[config.mk]
export PLATFORM = sky130hd
export DESIGN_NAME = inv_stream
export DESIGN_NICKNAME = d
export VERILOG_FILES = /design/src/rtl/inv_pkg.sv /design/src/rtl/inv_stage.sv /design/src/rtl/inv_stream.sv
export SDC_FILE = /design/constraint.sdc
export NUM_CORES = 1
export LEC_CHECK = 0
export ABC_AREA = 0
export BUFFER_PORTS_ARGS = -buffer_cell sky130_fd_sc_hd__buf_4
export CAP_MARGIN = 15
export CORE_ASPECT_RATIO = 1.25
export CORE_MARGIN = 3
export CORE_UTILIZATION = 55
export DETAILED_ROUTE_END_ITERATION = 12
export PLACE_DENSITY = 0.88
export SLEW_MARGIN = 20
export SYNTH_ARGS = -nofsm -noshare
export SYNTH_HDL_FRONTEND = slang
export SYNTH_SLANG_ARGS = --single-unit
[constraint.sdc]
create_clock -name clk -period 3.4 [get_ports clk]
set_clock_uncertainty 0.1 [all_clocks]
set_input_delay 0.51 -clock clk [delete_from_list [all_inputs] [get_ports clk]]
set_output_delay 0.51 -clock clk [all_outputs]
set_load 0.05 [all_outputs]
[src/rtl/inv_pkg.sv]
// Shared types and the per-beat operation used by the inv_stream datapath.
// The operation is written once at a fixed maximum width of 64 bits. Callers
// widen their operands to 64 bits and truncate the result back to their own width.
package inv_pkg;

    typedef enum logic [1:0] {
        MODE_INV  = 2'b00,
        MODE_PASS = 2'b01,
        MODE_MASK = 2'b10,
        MODE_REV  = 2'b11
    } mode_e;

    localparam int MAX_W = 64;

    // Bit-reverse works on the full 64-bit word, then shifts the result down so
    // that bit i of the narrow result equals bit (width-1-i) of the narrow input.
    function automatic logic [MAX_W-1:0] apply_op(
        input mode_e            mode,
        input logic [MAX_W-1:0] a,
        input logic [MAX_W-1:0] mask,
        input int               width
    );
        logic [MAX_W-1:0] rev;
        logic [MAX_W-1:0] y;
        for (int i = 0; i < MAX_W; i++) begin
            rev[i] = a[MAX_W-1-i];
        end
        case (mode)
            MODE_INV:  y = ~a;
            MODE_PASS: y = a;
            MODE_MASK: y = a ^ mask;
            default:   y = rev >> (MAX_W - width);
        endcase
        return y;
    endfunction

endpackage

[src/rtl/inv_stage.sv]
// One valid/ready register slice. The slice accepts a new beat when it is
// empty, or when its current beat leaves on the same edge, so bubbles
// collapse. The data output holds its last value while the slice is empty.
module inv_stage #(
    parameter int WIDTH = 4
) (
    input  logic             clk,
    input  logic             rst,
    input  logic             in_valid,
    output logic             in_ready,
    input  logic [WIDTH-1:0] in_data,
    output logic             out_valid,
    input  logic             out_ready,
    output logic [WIDTH-1:0] out_data
);

    // The slice can load when it is empty or when it drains this cycle.
    assign in_ready = !out_valid || out_ready;

    // Slice register: capture a new beat, or go empty when drained with nothing behind.
    always_ff @(posedge clk) begin
        // NOTE: non-blocking assignments, so every slice samples pre-edge values and the chain shifts cleanly.
        if (rst) begin
            out_valid <= 1'b0;
            // NOTE: the data register is reset as well, so m_data reads 0 straight after reset.
            out_data  <= '0;
        end else if (in_ready) begin
            out_valid <= in_valid;
            if (in_valid) begin
                out_data <= in_data;
            end
        end
    end

endmodule

[src/rtl/inv_stream.sv]
// inv_stream: per-beat selectable bitwise operation (invert, pass, masked
// invert, bit-reverse) followed by a DEPTH-stage valid/ready pipeline with
// full backpressure and an output-beat counter.
// Optional feature: define INV_STREAM_PARITY_EN to add m_parity, the
// registered even parity of m_data.
module inv_stream
    import inv_pkg::*;
#(
    parameter int WIDTH = 4,
    parameter int DEPTH = 2,
    parameter int CNT_W = 16
) (
    input  logic             clk,
    input  logic             rst,
    input  logic             s_valid,
    output logic             s_ready,
    input  logic [WIDTH-1:0] s_data,
    input  logic [1:0]       s_mode,
    input  logic [WIDTH-1:0] mask,
    output logic             m_valid,
    input  logic             m_ready,
    output logic [WIDTH-1:0] m_data,
    output logic [CNT_W-1:0] beat_cnt
`ifdef INV_STREAM_PARITY_EN
    ,
    output logic             m_parity
`endif
);

    // The operation is applied before stage 0, so the pipeline only stores results.
    logic [WIDTH-1:0] op_data;
    assign op_data = WIDTH'(apply_op(mode_e'(s_mode), MAX_W'(s_data), MAX_W'(mask), WIDTH));

    // Each generate block owns the handshake signals on both sides of its slice.
    // The slices are chained through those signals. The ready path is
    // combinational from m_ready back to s_ready.
    for (genvar k = 0; k < DEPTH; k++) begin : g_stage
        logic             v_in;
        logic             r_in;
        logic [WIDTH-1:0] d_in;
        logic             v_out;
        logic             r_out;
        logic [WIDTH-1:0] d_out;

        inv_stage #(.WIDTH(WIDTH)) u_stage (
            .clk       (clk),
            .rst       (rst),
            .in_valid  (v_in),
            .in_ready  (r_in),
            .in_data   (d_in),
            .out_valid (v_out),
            .out_ready (r_out),
            .out_data  (d_out)
        );

        if (k == 0) begin : g_head
            assign v_in = s_valid;
            assign d_in = op_data;
        end else begin : g_link
            assign v_in = g_stage[k-1].v_out;
            assign d_in = g_stage[k-1].d_out;
        end

        if (k == DEPTH - 1) begin : g_tail
            assign r_out = m_ready;
        end else begin : g_back
            assign r_out = g_stage[k+1].r_in;
        end
    end

    assign s_ready = g_stage[0].r_in;
    assign m_valid = g_stage[DEPTH-1].v_out;
    assign m_data  = g_stage[DEPTH-1].d_out;

    // Output-beat counter. It wraps naturally at 2^CNT_W.
    always_ff @(posedge clk) begin
        if (rst) begin
            beat_cnt <= '0;
        end else if (m_valid && m_ready) begin
            beat_cnt <= beat_cnt + 1'b1;
        end
    end

`ifdef INV_STREAM_PARITY_EN
    // Parity is captured together with the beat that enters the last slice, so it is valid with m_valid.
    always_ff @(posedge clk) begin
        if (rst) begin
            m_parity <= 1'b0;
        end else if (g_stage[DEPTH-1].v_in && g_stage[DEPTH-1].r_in) begin
            m_parity <= ^g_stage[DEPTH-1].d_in;
        end
    end
`endif

endmodule

* After elaboration in Yosys (flattened, before gate mapping)
Index checks and enable logic that the tools add are counted.
** Operators by class
- Add/subtract/negate cells :: 1
- $mul :: 0
- Div/mod/pow operators :: 0
- Order comparisons :: 0
- Equality and inequality tests :: 2
- Shift-type cells :: 0
- Mux-type cells :: 1
- Bitwise logic cells :: 2
- Reduce and logical (&&, ||, !) cells :: 8
** Operators with widths (number)
- $add A16 B1 Y16 const B :: 1
- $pmux W4 S3 :: 1
- $not A4 Y4 :: 1
- $reduce_and A2 Y1 :: 2
- $xor A4 B4 Y4 :: 1
- $eq A2 B1 Y1 const B :: 1
- $eq A2 B2 Y1 const B :: 1
- $logic_not A1 Y1 :: 2
- $logic_not A2 Y1 :: 1
- $logic_or A1 B1 Y1 :: 2
- $logic_and A1 B1 Y1 :: 1
** Storage, ports and cells
- Register bits :: 26
- Latch bits :: 0
- Bits in writable memories :: 0
- Bits in read-only memories :: 0
- Input bits :: 14
- Output and inout bits :: 22
- Logic and storage cells :: 19
- Memories :: 0

* Depth between registers and ports, before layout
Gate-level depths: netlist of run 1.
- Depth in word-level cells :: 4
- Mapped depth :: 5
- Mapped depth without buffers :: 5

* By module
Synthesis of run 1 repeated with hierarchy kept, for this count alone.
** Unflattened totals
- Cells, all modules :: 154
- Area total of the unflattened synthesis :: 1331.3 µm²
** By module, submodules not included
- inv_stream :: instances 1, cells each 110, area an instance 895.9 µm², sequential area each 320.3 µm²
- inv_stage :: instances 2, cells each 22, area an instance 217.7 µm², sequential area each 100.1 µm²

* Worst setup path before layout of run 1
Ideal clock, no wire load.
- Path type :: register to register
- From :: register beat_cnt[0]
- To :: register beat_cnt[14]
- Library setup time :: 71 ps
- Arrival time :: 2000 ps
- Data required time :: 3229 ps
- Setup slack :: 1230 ps
- Stages on the path, launching flop included :: 6
- Path buffers :: 0
- Clock period less this slack :: 2170 ps
- Cells stage by stage :: dfxtp_1 ha_1 nand2_1 or4_1 or3_1 a21oi_1
** On the way
- Word-level cells in the longest chain between the ends :: 1
** RTL lines
- from (decl) :: line inv_stream.sv:23 : output logic [CNT_W-1:0] beat_cnt
- from (signal assigned) :: line inv_stream.sv:80 : beat_cnt <= beat_cnt + 1'b1;
- $add A16 B1 Y16 :: line inv_stream.sv:80
Every way passes these cells.
A chain may end at the register's enable or synchronous reset.

* Worst setup path after layout of run 1
Same ends and word-level chain as after synthesis.

==> flow_metrics.env, run 1 <==
export IMPL_first_iter_violations=15
export IMPL_design_area_mm2=0.00161
export IMPL_die_area_mm2=0.00296
export IMPL_fillers=172
export IMPL_status="complete, no violations"
export IMPL_ioPinCount=36
export IMPL_numCtsBuffers=3
export IMPL_fmax_ghz=0.513
export IMPL_place_congestion=0.795
export IMPL_fin_nets=205
export IMPL_drcViolationCount=0
export IMPL_worstSkewPairLatency_ns=0.32
export IMPL_drive_above_1_share_pct=23.8
export IMPL_path_max_fanout=6
export IMPL_r2r_start="beat_cnt[0]"
export IMPL_port_buffers=35
export IMPL_antenna_cells=0
export IMPL_ir_worst_vdd_uv=212
export IMPL_syn2layout_area_growth_pct=24.9
export IMPL_fin_ws_ns=1.45
export IMPL_synth_top_area_share_pct=40.4
export IMPL_drv_cap=0
export IMPL_drv_slew=0
export IMPL_avgSynthCellArea_um2=8.21
export IMPL_worstSetupStartpointType="flop"
export IMPL_cp_startpoint="beat_cnt[0]"
export IMPL_placed_cell_area_mm2=0.00156
export IMPL_die_w_um=49.3
export IMPL_postRouteAntennaNets=0
export IMPL_cts_resized=0
export IMPL_first_pass_iters=4
export IMPL_yosysWarnings=0
export IMPL_synth_top_cell_by_area="dfxtp_1"
export IMPL_htreeDepth=1
export IMPL_top_usage_layer="met2"
export IMPL_clock_path_buffers=2
export IMPL_core_area_mm2=0.00221
export IMPL_vias_per_cell=5.43
export IMPL_powerDensity_mw_per_mm2=372
export IMPL_grt_overflow_total=0
export IMPL_vias=1195
export IMPL_synth_edf_count=0
export IMPL_hold_violations=0
export IMPL_timing_hold_ws_ns=0.323
export IMPL_critical_path_endpoint_type="flop"
export IMPL_slew_headroom_pct=61.9
export IMPL_synthArstFlopShare_pct=0
export IMPL_synth_area_mm2=0.00129
export IMPL_grt_pass1_wl_um=4310
export IMPL_grt_pass1_vias=1107
export IMPL_synth_ff_type="dfxtp_1"
export IMPL_yosys_top_cells_area="dfxtp_1 (40%), nor2_1 (6.7%), xnor2_1 (4.1%), a21oi_1 (3.9%), nand3_1 (3.9%)"
export IMPL_fin_crit_ns=1.95
export IMPL_routed_wl_um=2720
export IMPL_place_hpwl_um=2090
export IMPL_grt_max_degree=31
export IMPL_rows=19
export IMPL_hold_start="s_valid"
export IMPL_root_buffer="clkbuf_4"
export IMPL_tns_ns=0
export IMPL_fin_crit_sh_pct=57.4
export IMPL_cts_tree="yes"
export IMPL_clkTransAtPathRegs_ns=0.14
export IMPL_tightest_slew_ns=0.567
export IMPL_rr_worst_depth=5
export IMPL_critPathSlowestCell="or4_1"
export IMPL_syn_inst=157
export IMPL_cts_sinks=26
export IMPL_met3_usage_pct=2.24
export IMPL_rsz0062_at_grt="false"
export IMPL_wl_per_cell_um=12.4
export IMPL_synthDistinctLibCells=31
export IMPL_syn_num_nets=172
export IMPL_path_class="reg -> reg"
export IMPL_required_ns=3.56
export IMPL_dieHeight_um=60.1
export IMPL_ys_ff_latch=26
export IMPL_path_cells="ha_1 > nand2_1 > or4_1 > or3_1 > a21oi_1"
export IMPL_antenna_found_initial=0
export IMPL_grtUsageTotal_pct=18.5
export IMPL_cts_setup_buffers=0
export IMPL_leakage_nw=0.649
export IMPL_holdCritPathClass="in -> reg"
export IMPL_min_path_cells=3
export IMPL_cp_slowest_stage_delay_ns=0.58
export IMPL_met2_usage_pct=34.9
export IMPL_hold_buffers=0
export IMPL_setup_viol_count_final=0
export IMPL_pre_cts_ws_ns=1.41
export IMPL_initial_core_util_pct=58.3
export IMPL_grt_use_met1_pct=20.6
export IMPL_seq_area_frac_synth_pct=40.4
export IMPL_cp_arrival_ns=2.12
[power by group]
part | leakage, nW | internal [mW] | total [mW] | switching, mW
Sequential | 0.211 | 0.312 | 0.318 | 0.00603
Clock | 0.0279 | 0.119 | 0.212 | 0.0924
Combinational | 0.410 | 0.0286 | 0.0683 | 0.0396
[state kept, by name (all words and copies together), names as in the netlist]
signal,count
g_stage.u_stage.out_valid,2
g_stage.u_stage.out_data,8
beat_cnt,16
[cell families (layout without fill, tap and decap cells)]
logic type      count (synthesis)  count (layout)  synth area share [%]
flops                          26              26                  40.4
buf+inv                        14              46                  4.66
fa+ha+maj                       1               1                 0.971
compound gates                 21              21                  8.93
xor+xnor                       11              11                  7.48
simple gates                   77              77                  31.8
mux                             7               7                  5.73
[cells in the mapped netlist, drive strengths merged, types with 5 or more instances]
| cell type | n |
|---|---|
| inv | 7 |
| nand3 | 11 |
| xnor2 | 6 |
| nor2 | 23 |
| a21oi | 10 |
| xor2 | 5 |
| nor2b | 6 |
| clkbuf | 5 |
| o21ai | 8 |
| dfxtp | 26 |
| nand2 | 6 |
| nor3 | 10 |
[through the flow]
step / std cells / utilization (%) / total power, mW
2_1_floorplan: 157 / - / 0.369
3_3_place_gp: 216 / 70.4 / 0.390
3_5_place_dp: 216 / 70.4 / 0.394
4_1_cts: 220 / 72.8 / 0.601
5_1_grt: 220 / 72.8 / 0.615
6_report: 220 / 72.8 / 0.598
[final timing paths]
kind,end,slack (ns)
worst min register to register,g_stage[0].u_stage.out_data[0],0.42
worst min-delay path,g_stage[0].u_stage.out_valid,0.32
worst max-delay path,beat_cnt[14],1.45
worst max register to register,beat_cnt[14],1.45
[layout by cell type (no fill, tap or decap), drive strengths merged, types with 2 or more instances in the layout]
master  netlist  final
dfxtp        26     26
nand2b        4      4
or3           2      2
and2          2      2
mux2i         4      4
nor2         23     23
mux2          3      3
nor3         10     10
nor4          3      3
nand2         6      6
a21oi        10     10
xnor2         6      6
xor2          5      5
nor2b         6      6
nand3        11     11
inv           7      7
clkbuf        5      3
buf           2     35
nand3b        4      4
o21ai         8      8
nand4         3      3
[final cells by class]
| type | count | area, µm² | area share [%] |
|---|---|---|---|
| clock buffers | 3 | 22.5 | 1.40 |
| well taps | 31 | 38.8 | 2.41 |
| multi-input cells | 117 | 708 | 44.0 |
| repair buffers | 35 | 263 | 16.3 |
| inverters | 7 | 26.3 | 1.63 |
| clock inverters | 1 | 30.0 | 1.87 |
| flip-flops and latches | 26 | 520 | 32.3 |
[worst max-delay path, delay by kind of cell (launching register included)]
kind,cells,cell delay (ns)
AOI/OAI and AO/OA,1,0.13
adders and majority gates,1,0.20
DFF,1,0.43
and+or+nand+nor,3,1.03
[routing by layer]
metal / up-vias / routed length, µm
met4: 0 / 33
met1: 547 / 1100
li1: 603 / -
met3: 4 / 133
met2: 41 / 1450
met5: - / 0
Power figures use the tool's default switching activity.
==> inputs of run 2 (changes only) <==
--- a/config.mk
+++ b/config.mk
@@ -5,14 +5,14 @@
 export SDC_FILE = /design/constraint.sdc
 export NUM_CORES = 1
 export LEC_CHECK = 0
-export ABC_AREA = 0
+export ABC_AREA = 1
 export BUFFER_PORTS_ARGS = -buffer_cell sky130_fd_sc_hd__buf_4
 export CAP_MARGIN = 15
 export CORE_ASPECT_RATIO = 1.25
 export CORE_MARGIN = 3
-export CORE_UTILIZATION = 55
+export CORE_UTILIZATION = 46
 export DETAILED_ROUTE_END_ITERATION = 12
-export PLACE_DENSITY = 0.88
+export PLACE_DENSITY = 0.79
 export SLEW_MARGIN = 20
 export SYNTH_ARGS = -nofsm -noshare
 export SYNTH_HDL_FRONTEND = slang
==> constraint.sdc (replaced) <==
create_clock -name clk -period 1.66 [get_ports clk]
set_clock_uncertainty 0.1 [all_clocks]
set_input_delay 0.249 -clock clk [delete_from_list [all_inputs] [get_ports clk]]
set_output_delay 0.249 -clock clk [all_outputs]
set_load 0.05 [all_outputs]
==> flow_metrics.env, run 2 <==
export IMPL_drive_above_1_share_pct=22.4
export IMPL_yosysMostFrequentCell="nor2_1"
export IMPL_grt_overflow_total=0
export IMPL_cts_sinks=26
export IMPL_synth_edf_count=0
export IMPL_die_w_um=53.0
export IMPL_numCtsBuffers=3
export IMPL_rsz0062_at_grt="false"
export IMPL_placed_cell_area_mm2=0.00160
export IMPL_grt_pass1_wl_um=4660
export IMPL_drv_slew=0
export IMPL_avgSynthCellArea_um2=6.66
export IMPL_port_buffers=35
export IMPL_regMostFlops="beat_cnt"
export IMPL_place_congestion=0.884
export IMPL_ir_worst_vdd_uv=500
export IMPL_tightest_slew_ns=0.253
export IMPL_place_hpwl_um=2070
export IMPL_fin_nets=248
export IMPL_yosys_area_share_simple_pct=35.8
export IMPL_grt_pass1_vias=1132
export IMPL_post_route_util_pct=65.0
export IMPL_fin_ws_ns=0.245
export IMPL_path_class="reg -> out"
export IMPL_synthMuxAreaShare_pct=0
export IMPL_fin_crit_sh_pct=85.3
export IMPL_synthTopCellsByCount="nor2_1 (40), nand2_1 (39), dfxtp_1 (26)"
export IMPL_ys_ff_latch=26
export IMPL_dp_cells=260
export IMPL_clkTransAtPathRegs_ns=0.13
export IMPL_fillers=235
export IMPL_synthDistinctLibCells=20
export IMPL_timing_hold_ws_ns=0.128
export IMPL_fmax_ghz=0.707
export IMPL_powerDensity_mw_per_mm2=689
export IMPL_pre_cts_ws_ns=0.280
export IMPL_grt_max_degree=15
export IMPL_cts_tree="yes"
export IMPL_routed_wl_um=2610
export IMPL_synth_compound_area_share_pct=14.4
export IMPL_hold_violations=0
export IMPL_syn_inst=191
export IMPL_holdCritPathClass="in -> reg"
export IMPL_synth_area_mm2=0.00127
export IMPL_cp_arrival_ns=1.07
export IMPL_leakage_nw=0.752
export IMPL_critical_path_endpoint_type="primary output"
export IMPL_largest_reg_flops=16
export IMPL_tns_ns=0
export IMPL_first_pass_iters=4
export IMPL_synth_top_cell_by_area="dfxtp_1"
export IMPL_worstSetupStartpointType="flop"
export IMPL_vias=1258
export IMPL_htreeDepth=1
export IMPL_status="complete, no violations"
export IMPL_clock_path_buffers=2
export IMPL_final_cell_mix="nor2_1 (40), nand2_1 (39), buf_4 (38)"
export IMPL_grtUsageTotal_pct=17.2
export IMPL_synthAdderAreaFrac_pct=0.984
export IMPL_synth_top_family_by_area="simple AND/OR/NAND/NOR gates"
export IMPL_design_area_mm2=0.00164
export IMPL_first_iter_violations=36
export IMPL_path_max_fanout=7
export IMPL_drcViolationCount=0
export IMPL_worstSkewPairLatency_ns=0.32
export IMPL_synthXorXnorAreaFrac_pct=0.689
export IMPL_synth_top_area_share_pct=40.9
export IMPL_postRouteAntennaNets=0
export IMPL_dieHeight_um=64.8
export IMPL_ioPinCount=36
export IMPL_layout_commonest_cell="nor2_1"
export IMPL_rows=20
export IMPL_initial_core_util_pct=50.3
export IMPL_setup_viol_count_final=0
export IMPL_synth_ff_type="dfxtp_1"
export IMPL_syn2layout_area_growth_pct=29.2
export IMPL_synthArstFlopShare_pct=0
export IMPL_seq_area_frac_synth_pct=40.9
export IMPL_antenna_cells=0
export IMPL_syn_num_nets=206
export IMPL_power_mw=1.13
export IMPL_yosys_top_cells_area="dfxtp_1 (41%), nor2_1 (12%), nand2_1 (12%), o21ai_0 (9.1%), inv_1 (6.2%)"
export IMPL_drv_cap=0
export IMPL_top_regs="beat_cnt (16), g_stage.u_stage.out_data (8), g_stage.u_stage.out_valid (2)"
export IMPL_wl_per_cell_um=9.85
export IMPL_core_area_mm2=0.00253
export IMPL_die_area_mm2=0.00343
export IMPL_root_buffer="clkbuf_4"
export IMPL_yosysWarnings=0
export IMPL_antenna_found_initial=0
export IMPL_fin_crit_ns=1.42
export IMPL_vias_per_cell=4.75
export IMPL_slew_headroom_pct=83.1
export IMPL_final_cells=265
export IMPL_required_ns=1.31
[run 2: per-layer routing]
| metal | part of all wire, % | routed length (µm) | vias to the layer above | GRT usage, % |
|---|---|---|---|---|
| met5 | 0 | 0 | - | 0 |
| met4 | 1.2 | 31 | 0 | 4.79 |
| met3 | 4.4 | 114 | 4 | 1.84 |
| met2 | 44 | 1150 | 30 | 27.0 |
| met1 | 50 | 1320 | 524 | 24.5 |
| li1 | - | - | 700 | - |
[run 2: critical path, cell delays in order (launching register included)]
cell and delay (ns):
dfxtp_2 0.44, nand3_2 0.11, buf_4 0.20
[run 2: layout make-up]
class / instances / area, µm² / share of cell area [%]
multi-input combinational: 141 / 664 / 40.4
clock buffer: 4 / 36.3 / 2.21
inverter: 22 / 82.6 / 5.03
timing repair buffer: 39 / 295 / 18.0
tap: 33 / 41.3 / 2.51
sequential: 26 / 523 / 31.8
[run 2: logic make-up (layout without fill, tap and decap cells)]
family          Yosys count  after routing
compound gates           36             36
simple gates            103            103
flops                    26             26
fa+ha+maj                 1              1
xor+xnor                  1              1
buf+inv                  24             65
[run 2: worst paths after layout]
| path | startpoint | endpoint | slack, ns | cells after the start |
|---|---|---|---|---|
| worst max-delay path | g_stage[1].u_stage.out_valid | s_ready | 0.24 | 2 |
| worst min-delay path | s_data[0] | g_stage[0].u_stage.out_data[3] | 0.13 | 3 |
| worst max register to register | beat_cnt[1] | beat_cnt[14] | 0.26 | 7 |
| worst min register to register | g_stage[1].u_stage.out_data[1] | g_stage[1].u_stage.out_data[1] | 0.40 | 2 |
[run 2: report_power, final]
part / internal, mW / switching [mW] / total (mW)
clock network: 0.134 / 0.181 / 0.315
registers: 0.645 / 0.0131 / 0.658
logic: 0.0624 / 0.0963 / 0.159
total: 0.841 / 0.290 / 1.13
[run 2: repair_timing]
item | CTS | global route
gates resized for setup | 0 | 0
hold endpoints to repair | 1 | 0
buffers inserted | 0 | 0
hold buffers | 1 | 0
==> inputs of run 3 (changes only) <==
--- a/config.mk
+++ b/config.mk
@@ -12,7 +12,8 @@
 export CORE_MARGIN = 3
 export CORE_UTILIZATION = 46
 export DETAILED_ROUTE_END_ITERATION = 12
-export PLACE_DENSITY = 0.79
+export MAX_ROUTING_LAYER = met4
+export PLACE_DENSITY = 0.75
 export SLEW_MARGIN = 20
 export SYNTH_ARGS = -nofsm -noshare
 export SYNTH_HDL_FRONTEND = slang
==> flow_metrics.env, run 3 (synthesis gave the netlist of run 2 again) <==
export IMPL_final_cells=262
export IMPL_antenna_found_initial=0
export IMPL_slew_headroom_pct=82.2
export IMPL_top_regs="beat_cnt (16), g_stage.u_stage.out_data (8), g_stage.u_stage.out_valid (2)"
export IMPL_cts_tree="yes"
export IMPL_largest_reg_flops=16
export IMPL_p_comb_share_pct=14.7
export IMPL_path_class="reg -> reg"
export IMPL_tns_ns=0
export IMPL_vias_per_cell=5.19
export IMPL_rrSetupSlack_ns=0.22
export IMPL_grt_max_degree=19
export IMPL_hold_start="m_ready"
export IMPL_r2r_start="beat_cnt[1]"
export IMPL_cp_slowest_stage_delay_ns=0.40
export IMPL_place_hpwl_um=2440
export IMPL_clock_path_buffers=2
export IMPL_cts_setup_buffers=0
export IMPL_grt_pass1_vias=1291
export IMPL_grt_overflow_total=0
export IMPL_setup_viol_count_final=0
export IMPL_wl_per_cell_um=11.8
export IMPL_ioPinCount=36
export IMPL_grtUsageTotal_pct=20.4
export IMPL_status="complete, no violations"
export IMPL_worstSetupStartpointType="flop"
export IMPL_drv_slew=0
export IMPL_post_route_util_pct=63.9
export IMPL_clkTransAtPathRegs_ns=0.15
export IMPL_cp_arrival_ns=1.61
export IMPL_leakage_nw=0.734
export IMPL_layout_commonest_cell="nor2_1"
export IMPL_syn2layout_area_growth_pct=27.0
export IMPL_holdCritPathClass="in -> reg"
export IMPL_core_area_mm2=0.00253
export IMPL_regMostFlops="beat_cnt"
export IMPL_antenna_cells=0
export IMPL_fin_crit_ns=1.44
export IMPL_initial_core_util_pct=50.3
export IMPL_pwr_share_seq_pct=60.2
export IMPL_rows=20
export IMPL_hold_violations=0
export IMPL_drcViolationCount=0
export IMPL_port_buffers=35
export IMPL_routed_wl_um=3100
export IMPL_fin_crit_sh_pct=87.0
export IMPL_fmax_ghz=0.693
export IMPL_tightest_slew_ns=0.266
export IMPL_cp_startpoint="beat_cnt[1]"
export IMPL_switching_share_pct=27.7
export IMPL_min_path_cells=3
export IMPL_p_sw_mw=0.303
export IMPL_placed_cell_area_mm2=0.00158
export IMPL_grt_pass1_wl_um=5290
export IMPL_drv_cap=0
export IMPL_pwr_share_clk_pct=25.2
export IMPL_pre_cts_ws_ns=0.282
export IMPL_path_cells="ha_1 > nand3_2 > nor2_4 > nand4_1 > nand2_1 > nand2_1 > nor2_1"
export IMPL_critPathSlowestCell="dfxtp_1"
export IMPL_worstSkewPairLatency_ns=0.33
export IMPL_first_pass_iters=4
export IMPL_fin_nets=246
export IMPL_rsz0062_at_grt="false"
export IMPL_numCtsBuffers=3
export IMPL_powerDensity_mw_per_mm2=677
export IMPL_drive_above_1_share_pct=21.4
export IMPL_die_area_mm2=0.00343
export IMPL_ir_worst_vdd_uv=514
export IMPL_cts_sinks=26
export IMPL_final_cell_mix="nor2_1 (40), nand2_1 (39), buf_4 (36)"
export IMPL_htreeDepth=1
export IMPL_critical_path_endpoint_type="flop"
export IMPL_vias=1359
export IMPL_cts_resized=0
export IMPL_timing_hold_ws_ns=0.110
export IMPL_root_buffer="clkbuf_4"
export IMPL_fin_ws_ns=0.216
export IMPL_power_mw=1.09
export IMPL_place_congestion=0.802
export IMPL_dp_cells=258
export IMPL_hold_end="beat_cnt[1]"
export IMPL_required_ns=1.82
export IMPL_die_w_um=53.0
export IMPL_internal_power_mw=0.791
export IMPL_path_common_cell="nand2_1"
export IMPL_rr_worst_depth=7
export IMPL_path_max_fanout=5
export IMPL_first_iter_violations=20
export IMPL_postRouteAntennaNets=0
export IMPL_dieHeight_um=64.8
export IMPL_r2r_end="beat_cnt[14]"
export IMPL_design_area_mm2=0.00161
==> run 3: metal layers <==
layer  share of wire (%)  track usage [%]  vias to the layer above
met5                   0                -                        -
met4                 1.5             6.71                        0
met3                 6.7             2.99                        5
met2                  51             35.2                       48
met1                  41             23.8                      607
li1                    -                -                      699
==> run 3: repair_timing <==
action	4_1_cts	5_1_grt
hold buffers	1	0
setup endpoints to repair	0	0
endpoints found under the hold margin	3	0
==> run 3: how the worst max path moves through the flow <==
| stage | endpoint | slack, ns | cells past startpoint |
|---|---|---|---|
| 6_report | beat_cnt[14] | 0.22 | 7 |
| 3_3_place_gp | beat_cnt[14] | 0.31 | 6 |
| 3_5_place_dp | beat_cnt[14] | 0.28 | 6 |
| 4_1_cts | s_ready | 0.22 | 2 |
| 2_1_floorplan | beat_cnt[11] | 0.01 | 7 |
| 5_1_grt | beat_cnt[14] | 0.06 | 7 |
==> run 3: power by group through the flow <==
| stage | sequential (mW) | clock (mW) | combinational, mW |
|---|---|---|---|
| 3_5_place_dp | 0.672 | 0 | 0.159 |
| 4_1_cts | 0.658 | 0.275 | 0.161 |
| 5_1_grt | 0.662 | 0.304 | 0.179 |
| 6_report | 0.658 | 0.275 | 0.160 |
| 3_3_place_gp | 0.671 | 0 | 0.154 |
| 2_1_floorplan | 0.706 | 0 | 0.0619 |
==> run 3: critical path: cells and delay by family, from the launching register on <==
kind / cells / cell delay (ns)
adders and majority gates: 1 / 0.17
DFF: 1 / 0.40
and+or+nand+nor: 6 / 0.71
==> run 3: layout make-up <==
class	instances	area (µm²)
clock buffers	3	22.5
fillers	252	913
inverters	22	82.6
multi-input cells	141	664
flip-flops and latches	26	523
well taps	33	41.3
repair buffers	37	280
